===== src/rtl/ysyx_22050612_ifu.sv =====
// ysyx_22050612 RV64 multi-cycle instruction fetch unit.
// Optional misaligned-PC fault: define YSYX_22050612_IFU_MISALIGN_CHECK_EN.
module ysyx_22050612_ifu #(
    parameter logic [63:0] RESET_PC = 64'h8000_0000
) (
    input  logic        clk,
    input  logic        rst,
    output logic        mem_req_valid,
    input  logic        mem_req_ready,
    output logic [63:0] mem_req_addr,
    input  logic        mem_rsp_valid,
    input  logic [63:0] mem_rsp_data,
    output logic        inst_valid,
    input  logic        inst_ready,
    output logic [31:0] inst,
    output logic [63:0] inst_pc,
    input  logic        commit_valid,
    input  logic [63:0] commit_dnpc,
    output logic [63:0] inst_count,
    output logic        fault
);

    typedef enum logic [2:0] {
        S_IDLE  = 3'd0,
        S_REQ   = 3'd1,
        S_WAIT  = 3'd2,
        S_OUT   = 3'd3,
`ifdef YSYX_22050612_IFU_MISALIGN_CHECK_EN
        S_EXEC  = 3'd4,
        S_FAULT = 3'd5
`else
        S_EXEC  = 3'd4
`endif
    } state_t;

    state_t      r_state;
    logic [63:0] r_pc;
    logic [31:0] r_inst;
    logic [63:0] r_count;
    logic        r_req_valid;
    logic        r_inst_valid;

    logic        w_req_fire;
    logic [31:0] w_rsp_word;
    logic [63:0] w_dnpc_aligned;

    assign w_req_fire     = r_req_valid & mem_req_ready;
    assign w_rsp_word     = r_pc[2] ? mem_rsp_data[63:32] : mem_rsp_data[31:0];
    assign w_dnpc_aligned = commit_dnpc & ~64'h3;

`ifdef YSYX_22050612_IFU_MISALIGN_CHECK_EN
    logic r_fault;
    logic w_misalign;

    assign w_misalign = |commit_dnpc[1:0];
    assign fault      = r_fault;

    // Sticky fault flag, cleared only by reset.
    always_ff @(posedge clk or posedge rst) begin
        if (rst) begin
            r_fault <= 1'b0;
        end else if (r_state == S_EXEC && commit_valid && w_misalign) begin
            r_fault <= 1'b1;
        end
    end
`else
    assign fault = 1'b0;
`endif

    // Fetch sequencer: owns PC, fetched word, counter and handshake outputs.
    always_ff @(posedge clk or posedge rst) begin
        if (rst) begin
            r_state      <= S_IDLE;
            r_pc         <= RESET_PC;
            r_inst       <= 32'h0;
            r_count      <= 64'h0;
            r_req_valid  <= 1'b0;
            r_inst_valid <= 1'b0;
        end else begin
            unique case (r_state)
                S_IDLE: begin
                    r_state     <= S_REQ;
                    r_req_valid <= 1'b1;
                end
                S_REQ: begin
                    if (w_req_fire) begin
                        r_state     <= S_WAIT;
                        r_req_valid <= 1'b0;
                    end
                end
                S_WAIT: begin
                    if (mem_rsp_valid) begin
                        r_inst       <= w_rsp_word;
                        r_state      <= S_OUT;
                        r_inst_valid <= 1'b1;
                    end
                end
                S_OUT: begin
                    if (inst_ready) begin
                        r_count      <= r_count + 64'd1;
                        r_state      <= S_EXEC;
                        r_inst_valid <= 1'b0;
                    end
                end
                S_EXEC: begin
                    if (commit_valid) begin
`ifdef YSYX_22050612_IFU_MISALIGN_CHECK_EN
                        r_pc <= commit_dnpc;
                        if (w_misalign) begin
                            r_state <= S_FAULT;
                        end else begin
                            r_state     <= S_REQ;
                            r_req_valid <= 1'b1;
                        end
`else
                        r_pc        <= w_dnpc_aligned;
                        r_state     <= S_REQ;
                        r_req_valid <= 1'b1;
`endif
                    end
                end
`ifdef YSYX_22050612_IFU_MISALIGN_CHECK_EN
                S_FAULT: begin
                    r_state <= S_FAULT;
                end
`endif
                default: begin
                    r_state      <= S_IDLE;
                    r_req_valid  <= 1'b0;
                    r_inst_valid <= 1'b0;
                end
            endcase
        end
    end

    assign mem_req_valid = r_req_valid;
    assign mem_req_addr  = {r_pc[63:3], 3'b000};
    assign inst_valid    = r_inst_valid;
    assign inst          = r_inst;
    assign inst_pc       = r_pc;
    assign inst_count    = r_count;

`ifndef YSYX_22050612_IFU_MISALIGN_CHECK_EN
    // Low PC bits are discarded here; keep them referenced for lint.
    logic w_unused;
    assign w_unused = &{1'b0, w_dnpc_aligned[1:0]};
`endif

endmodule


===== config.mk =====
export PLATFORM = sky130hd
export DESIGN_NAME = ysyx_22050612_ifu
export DESIGN_NICKNAME = d
export VERILOG_FILES = /design/src/rtl/ysyx_22050612_ifu.sv
export SDC_FILE = /design/constraint.sdc
export NUM_CORES = 1
export LEC_CHECK = 0
export CORE_MARGIN = 1.5
export CORE_UTILIZATION = 35
export DETAILED_ROUTE_END_ITERATION = 8
export PLACE_DENSITY = 0.73
export SKIP_LAST_GASP = 1
export SYNTH_ARGS = -nofsm -noshare
export SYNTH_HDL_FRONTEND = slang
export SYNTH_SLANG_ARGS = --single-unit

===== constraint.sdc =====
create_clock -name clk -period 5.4 [get_ports clk]
set_clock_uncertainty 0.05 [all_clocks]
set_input_delay 1.08 -clock clk [delete_from_list [all_inputs] [get_ports clk]]
set_output_delay 1.08 -clock clk [all_outputs]
set_load 0.05 [all_outputs]

After elaboration in Yosys (flattened, before gate mapping)
Cells that the tools add are included.
{"block": "totals", "ff_bits": 163, "input_bits": 134, "output_inout_bits": 227, "word_cells": 39}
{"block": "classes", "n_addsub": 1, "n_eq_ne": 8, "mux": 12, "n_bitwise": 3, "n_reduce_logical": 9}
{"cell": "$add 64x1->64 const B", "count": 1}
{"cell": "$mux 32", "count": 1}
{"cell": "$pmux 3 s5", "count": 1}
{"cell": "$mux 3", "count": 4}
{"cell": "$ne 2x2->1 const B", "count": 4}
{"cell": "$eq 3x2->1 const B", "count": 2}
{"cell": "$reduce_and 2->1", "count": 3}
{"cell": "$reduce_and 3->1", "count": 2}
{"cell": "$mux 1", "count": 4}
{"cell": "$pmux 1 s4", "count": 1}
{"cell": "$reduce_and 4->1", "count": 1}
{"cell": "$eq 3x1->1 const B", "count": 1}
{"cell": "$eq 3x3->1 const B", "count": 1}
{"cell": "$logic_not 3->1", "count": 1}
{"cell": "$pmux 1 s3", "count": 1}
{"cell": "$reduce_or 3->1", "count": 1}
{"cell": "$not 1->1", "count": 2}
{"cell": "$reduce_or 2->1", "count": 1}
{"cell": "$and 1x1->1", "count": 1}

Logic depth before layout (Yosys ltp)
Gate-level depths: netlist (run 1).
{"block": "depth", "depth_word": 4, "ltp_mapped": 7, "ltp_nobuf": 5}

Worst setup path before layout (run 1)
OpenSTA, ideal clock, no wires.
{"block": "synth_timing", "path_kind": "input to register", "startpoint": "in inst_ready", "endpoint": "reg r_count[41] (netlist: inst_count[41])", "setup_time_ns": 0.082, "arrival_time_ns": 2.531, "required_time_ns": 5.268, "slack_ns": 2.737, "cell_stages": 6, "path_buffers": 1, "cell_sequence": "nand4b_4 or3_4 or3_4 buf_6 nor4_4 xor2_1"}
{"block": "synth_via", "elab_chain_cells": 1}
{"element": "start: declaration", "line_no": "14", "rtl": "input logic inst_ready,"}
{"element": "$reduce_and 2->1 (no line)"}
{"element": "end signal: assignment", "line_no": "100", "rtl": "r_count <= r_count + 64'd1;"}
{"element": "end: declaration", "line_no": "39", "rtl": "logic [63:0] r_count;"}
No other way between the ends.
A chain may end at the register's enable or synchronous reset.

Worst setup path in the final report (run 1)
{"block": "layout_timing", "startpoint": "reg r_pc[2] (netlist: inst_pc[2])", "endpoint": "out inst_pc[2]"}
{"element": "start: declaration", "line_no": "37", "rtl": "logic [63:0] r_pc;"}
{"element": "start signal: assignment", "line_no": "116", "rtl": "r_pc <= w_dnpc_aligned;"}
{"element": "end: declaration", "line_no": "16", "rtl": "output logic [63:0] inst_pc,"}
No word-level cell between the ends.

==> results.cfg, run 1 <==
[placed_design]
dp_hpwl_um = 16300
portBuffers = 352
dp_slack_ps = 1690
place.gp.congestion = 0.799
dp_cells = 1193

[sta]
setup_slack_ps = 1890
rsz0062_at_grt = false
setup_viol = 0
fin_crit_ps = 3510
slew_headroom = 0.367
period_share = 0.649
hold_viol = 0
maxSlewViolCount = 0
fmax_mhz = 285
worst_pin_slew_ps = 949
setup_tns_ps = 0

[clocking]
post_cts_buffers = 0
clock_path_buffers = 2
cts.clk_slew.worst_paths_ps = 70
cts_buffers = 17
clk_latency_ps = 420
post_cts_resized = 0
root_buffer = clkbuf_16
cts_tree = built
clock_sinks = 163
cts_hold_buf = 0
htree_levels = 4

[die]
die_x_um = 150
ioPinCount = 361
die_area_mm2 = 0.0225
die_h_um = 150
rows = 53
start_util = 0.358
core-area_mm2 = 0.0211

[pwr]
power_frac_comb = 0.551
p_seq_frac = 0.273
power_density_mw_per_mm2 = 628
total_power_w = 0.00722
ir_drop_v = 0.000384
clkPwrFrac = 0.177
p_sw_w = 0.00352
leakage_nw = 4.90
switching_share = 0.488
p_int_w = 0.00370

[yosys]
ys_warn_count = 0
syn_inst = 648
synth_top_area_frac = 0.537
synth_area_leaders = dfrtp_1, mux2_2, buf_4
ys_seq_elements = 163
synth_area_per_cell_um2 = 11.7
synthDistinctLibCells = 44
seq_area_frac_synth = 0.540
synth_top_area_cell = dfrtp_1
synth_area_mm2 = 0.00755

[setup_path]
cp_cell_sequence = clkdlybuf4s50_1
cp_data_arrival_time_ps = 2380
slowest_stage = dfrtp_2
cpPeakStageDelay_ps = 980
start_kind = register
path_max_fanout = 34
critPathBufInv = 1
crit_required_ps = 4270
crit_family = flip-flops
critical_path_class = register to output pin
worstSetupEndpointType = output pin

[global_route]
grt_pass1_wl_um = 32100
grt_overflow_total = 0
grt_antenna_before_repair = 1
grt_pass1_vias = 5628
track_usage = 0.187
grt_max_degree = 66

[run]
drv_cap = 0

[drt]
drt-vias-per-instance = 4.76
antenna_left = 0
wire_per_inst_um = 17.3
postRouteWirelength_um = 21300
drc_errors = 0
vias = 5830
drt_iter0_markers = 332
first_pass_iters = 4

[outcome]
outcome = finished, final reports clean

[layout]
fin_cells = 1226
nNetsFinal = 1072
area_growth_pct = 52.3
n_fill_cell = 1831
layout-drive-gt1-share = 0.123

[hold_path]
hold_class = register to register
## flip-flops by register name (all words and copies together), names as in the netlist
signal	cells
inst_valid	1
inst_pc	62
inst	32
mem_req_valid	1
inst_count	64
r_state	3
## per-stage QoR
step / hold WS [ps] / utilization / instance area [um2]
floorplan: 460 / - / 7570
global route: 470 / 0.545 / 11500
finish: 438 / 0.545 / 11500
detailed placement: 439 / 0.516 / 10900
CTS: 449 / 0.545 / 11500
global placement: 428 / 0.516 / 10900
## final timing paths
path | from | to | slack, ps | depth (start not counted)
worst min-delay path | inst_count[15] | inst_count[15] | 440 | 1
max in group asynchronous | rst | inst_pc[2] | 3150 | 4
worst max-delay path | inst_pc[2] | inst_pc[2] | 1890 | 1
worst min register to register | inst_count[15] | inst_count[15] | 440 | 1
min in group asynchronous | rst | inst_pc[45] | 1070 | 3
worst max register to register | r_state[0] | inst_count[40] | 2780 | 5
## layout by cell type (no fill, tap or decap), types with 4 or more instances in the layout
cell             netlist  final
a21oi_1               35     35
and2_1                 4      4
and3_1                 9      9
and4_1                 7      7
buf_4                 69      7
clkbuf_16              0     17
clkdlybuf4s50_1        0    352
conb_1                 1      6
dfrtp_1              162    161
inv_1                  7      6
inv_6                  0      5
mux2_2                62     62
mux2i_1               32     32
nand2_1               28     28
nand3_1               26     26
nand4_1               18     18
nor2_1                50     50
nor3_1                15     15
xnor2_1               37     37
xor2_1                26     26
## logic make-up (layout without fill, tap and decap cells)
kind of cell | after synthesis | count (layout) | share of synthesized area
and+or+nand+nor | 184 | 184 | 0.135
DFF | 163 | 163 | 0.540
buffers and inverters | 101 | 398 | 0.0866
muxes | 94 | 94 | 0.135
xor gates and xnor gates | 63 | 63 | 0.0731
AOI/OAI and AO/OA | 41 | 41 | 0.0285
adders and majority gates | 1 | 1 | 0.00166
other | 1 | 7 | 0.000497
## layout make-up
class,instances,area (um2),share of cell area
inverter,7,30.0,0.00261
clock buffer,18,429,0.0373
clock inverter,14,193,0.0168
antenna,1,2.50,0.000218
timing repair buffer,359,3580,0.311
sequential,163,4080,0.355
multi-input combinational,389,2840,0.247
tap,275,344,0.0299
## synth_stat cells, drive strengths merged
cell and n:
nor2 50, and4 7, nand3 26, nor4b 1, a221oi 1, inv 7
nand4 19, or3 5, o21ai 3, and3 10, nand4b 1, mux2 62
or2 3, nand2 28, and4b 1, nand2b 2, nor3b 2, ha 1
dfrtp 162, mux2i 32, a21oi 35, or2b 1, nor4 6, xnor2 37
clkbuf 17, dfstp 1, and4bb 1, conb 1, nor3 15, nand4bb 1
nor2b 1, xor2 26, a32oi 1, buf 77, o31ai 1, and2 4
## power groups by stage
stage          Combinational (W)  Clock, W  Sequential (W)
2_1_floorplan            0.00168         0         0.00314
3_3_place_gp             0.00398         0         0.00197
3_5_place_dp             0.00400         0         0.00199
4_1_cts                  0.00401   0.00132         0.00197
5_1_grt                  0.00412   0.00137         0.00202
6_report                 0.00398   0.00128         0.00197
## layer usage
metal / wire (um) / vias up / part of all wire / track usage
met5: 0 / - / 0 / 0
met4: 373 / 0 / 0.018 / 0.0549
met3: 1610 / 26 / 0.076 / 0.0534
met2: 10800 / 233 / 0.51 / 0.325
met1: 8500 / 2834 / 0.40 / 0.225
li1: - / 2737 / - / -
Power figures use the tool's default switching activity.
==> inputs of run 2 (changes only) <==
--- a/config.mk
+++ b/config.mk
@@ -8,7 +8,7 @@
 export CORE_MARGIN = 1.5
 export CORE_UTILIZATION = 35
 export DETAILED_ROUTE_END_ITERATION = 8
-export PLACE_DENSITY = 0.73
+export PLACE_DENSITY = 0.7
 export SKIP_LAST_GASP = 1
 export SYNTH_ARGS = -nofsm -noshare
 export SYNTH_HDL_FRONTEND = slang
==> constraint.sdc (replaced) <==
create_clock -name clk -period 3.3 [get_ports clk]
set_clock_uncertainty 0.05 [all_clocks]
set_input_delay 0.66 -clock clk [delete_from_list [all_inputs] [get_ports clk]]
set_output_delay 0.66 -clock clk [all_outputs]
set_load 0.05 [all_outputs]
==> results.cfg, run 2 (same netlist as run 1, synthesis figures left out) <==
[outcome]
outcome = finished, final reports clean

[sta]
worst_pin_slew_ps = 685
fin_crit_ps = 2540
setup_viol = 0
hold_viol = 0
maxSlewViolCount = 0
setup_tns_ps = 0
fmax_mhz = 394
rsz0062_at_grt = false
setup_slack_ps = 764
period_share = 0.768
slew_headroom = 0.542

[pwr]
leakage_nw = 4.88
p_int_w = 0.00587
p_sw_w = 0.00568
switching_share = 0.492
power_frac_comb = 0.569
p_seq_frac = 0.270
ir_drop_v = 0.000681
clkPwrFrac = 0.161
power_density_mw_per_mm2 = 1010

[setup_path]
r2r_cells = 5
cp.depth = 6
crit_path_end = inst_count[50]
slowest_stage = clkdlybuf4s50_1
crit_required_ps = 3590
critPathBufInv = 1
rrSetupSlack_ps = 970
start_kind = primary input
cp-startpoint = inst_ready
critical_path_class = primary input to register
worstSetupEndpointType = register
path_max_fanout = 8
crit_family = simple AND/OR/NAND/NOR gates
cpPeakStageDelay_ps = 580
cp_data_arrival_time_ps = 2830
cp_cell_sequence = clkdlybuf4s50_1, and4b_2, nand4_2, or3_1, nor4_1, xor2_1
rr_startpoint = inst_count[21]
rr_endpoint = inst_count[49]

[hold_path]
hold_depth = 1
hp-start = inst_count[59]
hold_class = register to register

[placed_design]
portBuffers = 352
place.gp.congestion = 0.809
dpl_cell_area_mm2 = 0.0109
dp_slack_ps = 354
dp_hpwl_um = 16000
dp_cells = 1195

[drt]
antenna_left = 0
drt-vias-per-instance = 4.75
first_pass_iters = 4
wire_per_inst_um = 17.0
vias = 5834
drc_errors = 0
postRouteWirelength_um = 20900
drt_iter0_markers = 246

[layout]
final_cell_mix = clkdlybuf4s50_1, dfrtp_1, mux2_2, nor2_1, xnor2_1
largest_reg_flops = 64
layout-drive-gt1-share = 0.124
n_fill_cell = 1892
stdcell_area_mm2 = 0.0115
nNetsFinal = 1074
area_growth_pct = 52.1
fin_cells = 1228
final_util = 0.545
final_common_cell = clkdlybuf4s50_1

[die]
start_util = 0.358
rows = 53
die_area_mm2 = 0.0225
die_h_um = 150
die_x_um = 150
ioPinCount = 361
core-area_mm2 = 0.0211

[global_route]
grt_antenna_before_repair = 1
grt_overflow_total = 0
grt_max_degree = 74
track_usage = 0.185
grt_pass1_vias = 5684
grt_pass1_wl_um = 32000

[clocking]
cts.clk_slew.worst_paths_ps = 70
post_cts_buffers = 0
cts_tree = built
cts_hold_buf = 0
htree_levels = 4
cts_buffers = 17
clk_latency_ps = 420
clock_sinks = 163
clock_path_buffers = 2
root_buffer = clkbuf_16
post_cts_resized = 0

[run]
drv_cap = 0
[run 2: area by class of cell]
class	instances	area, um2	share of cell area
flip-flops and latches	163	4080	0.355
repair buffers	361	3630	0.316
multi-input cells	389	2840	0.247
clock buffers	21	460	0.0401
well taps	275	344	0.0300
clock inverters	11	96.3	0.00839
inverters	7	30.0	0.00261
diodes	1	2.50	0.000218
[run 2: layer usage]
layer	vias to the layer above	GRT usage	part of all wire
li1	2746	-	-
met1	2861	0.227	0.40
met2	215	0.320	0.51
met3	12	0.0530	0.073
met4	0	0.0456	0.0085
met5	-	0	0
[run 2: per-stage QoR]
stage	power, W	hold WS [ps]
floorplan	0.00789	460
CTS	0.0117	452
detailed placement	0.00979	442
finish	0.0115	448
global placement	0.00972	421
global route	0.0120	473
[run 2: power by group through the flow]
stage	logic [W]	registers (W)	clock network, W
after detailed placement	0.00662	0.00316	0
after global routing	0.00683	0.00321	0.00200
after CTS	0.00663	0.00313	0.00192
after floorplan	0.00275	0.00514	0
final	0.00657	0.00311	0.00186
after global placement	0.00659	0.00313	0
[run 2: worst min-delay path by stage]
stage                           endpoint  slack [ps]
after floorplan               r_state[1]         460
after global placement    inst_count[54]         420
after detailed placement  inst_count[54]         440
after CTS                 inst_count[59]         450
after global routing      inst_count[59]         470
final                     inst_count[59]         450
==> inputs of run 3 (changes only) <==
==> constraint.sdc (replaced) <==
create_clock -name clk -period 2.6 [get_ports clk]
set_clock_uncertainty 0.05 [all_clocks]
set_input_delay 0.52 -clock clk [delete_from_list [all_inputs] [get_ports clk]]
set_output_delay 0.52 -clock clk [all_outputs]
set_load 0.05 [all_outputs]
==> results.cfg, run 3 (same netlist as run 1, synthesis figures left out) <==
[die]
die_h_um = 150
rows = 53
start_util = 0.358
ioPinCount = 361
die_x_um = 150
core-area_mm2 = 0.0211
die_area_mm2 = 0.0225

[sta]
slew_headroom = 0.597
setup_viol = 0
setup_slack_ps = 267
fin_crit_ps = 2330
fmax_mhz = 429
hold_viol = 0
rsz0062_at_grt = false
period_share = 0.897
worst_pin_slew_ps = 603
maxSlewViolCount = 0

[placed_design]
dp_hpwl_um = 16000
place.gp.congestion = 0.827
dp_slack_ps = -75.6
dpl_cell_area_mm2 = 0.0110
portBuffers = 352

[run]
drv_cap = 0

[layout]
final_cell_mix = clkdlybuf4s50_1, dfrtp_1, mux2_2, nor2_1, xnor2_1
final_common_cell = clkdlybuf4s50_1
largest_reg_flops = 64
area_growth_pct = 53.6
nNetsFinal = 1085
stdcell_area_mm2 = 0.0116
layout-drive-gt1-share = 0.136

[setup_path]
cp_cell_sequence = clkdlybuf4s50_1
start_kind = register
path_max_fanout = 3
cp-startpoint = inst_pc[31]
cpPeakStageDelay_ps = 800
rr_startpoint = inst_count[21]
crit_family = buffers and inverters
cp_data_arrival_time_ps = 1760
critPathBufInv = 1
crit_required_ps = 2030
slowest_stage = clkdlybuf4s50_1
critical_path_class = register to output pin
r2r_cells = 6
worstSetupEndpointType = output pin
cp.depth = 1

[pwr]
leakage_nw = 4.96
ir_drop_v = 0.000822
total_power_w = 0.0148
power_density_mw_per_mm2 = 1270

[clocking]
cts_tree = built
cts_hold_buf = 0
cts.clk_slew.worst_paths_ps = 70
clk_latency_ps = 420
clock_path_buffers = 2
htree_levels = 4
post_cts_resized = 0
clock_sinks = 163
root_buffer = clkbuf_16
post_cts_buffers = 0
cts_buffers = 17

[drt]
first_pass_iters = 4
drc_errors = 0
wire_per_inst_um = 16.7
antenna_left = 0
vias = 5845
drt-vias-per-instance = 4.72
postRouteWirelength_um = 20700
drt_iter0_markers = 239

[outcome]
outcome = finished, final reports clean

[global_route]
grt_antenna_before_repair = 1
grt_max_degree = 72
grt_pass1_wl_um = 32000
grt_overflow_total = 0
grt_pass1_vias = 5717
track_usage = 0.186

[hold_path]
hold_depth = 1
hp-start = inst_count[35]
hold_class = register to register
==> run 3: cell count changes in the layout (fill, tap and decap cells not counted), sizes merged <==
cell	change
buf	+12
clkinvlp	-3
clkinv	+1
clkdlybuf4s50	-1
clkbuf	-2
inv	+3
bufinv	+1
==> run 3: worst paths after layout <==
| check | end | slack (ps) |
|---|---|---|
| min reg2reg | inst_count[35] | 450 |
| max in group asynchronous | inst_pc[2] | 1450 |
| min | inst_count[35] | 450 |
| max reg2reg | inst_count[59] | 370 |
| min in group asynchronous | inst_pc[48] | 520 |
| max | mem_req_addr[31] | 270 |
==> run 3: cell type report <==
class | instances | area (um2)
Clock inverter | 13 | 136
Antenna cell | 1 | 2.50
Tap cell | 275 | 344
Timing Repair Buffer | 372 | 3720
Fill cell | 1854 | 9490
Sequential cell | 163 | 4080
Multi-Input combinational cell | 389 | 2840
Clock buffer | 19 | 443
Inverter | 7 | 30.0
==> run 3: report_power, final <==
part           switching [W]  total (W)  internal, W
registers           0.000672    0.00399      0.00332
clock network        0.00110    0.00248      0.00138
logic                0.00547    0.00831      0.00284
total                0.00724     0.0148      0.00754
==> run 3: routing by layer <==
layer / track usage / part of all wire / vias to the layer above
li1: - / - / 2771
met1: 0.230 / 0.41 / 2842
met2: 0.313 / 0.50 / 212
met3: 0.0549 / 0.070 / 20
met4: 0.0529 / 0.019 / 0
met5: 0 / 0 / -
==> run 3: per-stage QoR <==
| step | hold slack [ps] | instances | TNS (ps) | util |
|---|---|---|---|---|
| 2_1_floorplan | 460 | 653 | -6480 | - |
| 3_3_place_gp | 420 | 1206 | -14.7 | 0.523 |
| 3_5_place_dp | 439 | 1206 | -248 | 0.523 |
| 4_1_cts | 453 | 1238 | 0 | 0.550 |
| 5_1_grt | 471 | 1238 | 0 | 0.550 |
| 6_report | 450 | 1239 | 0 | 0.550 |
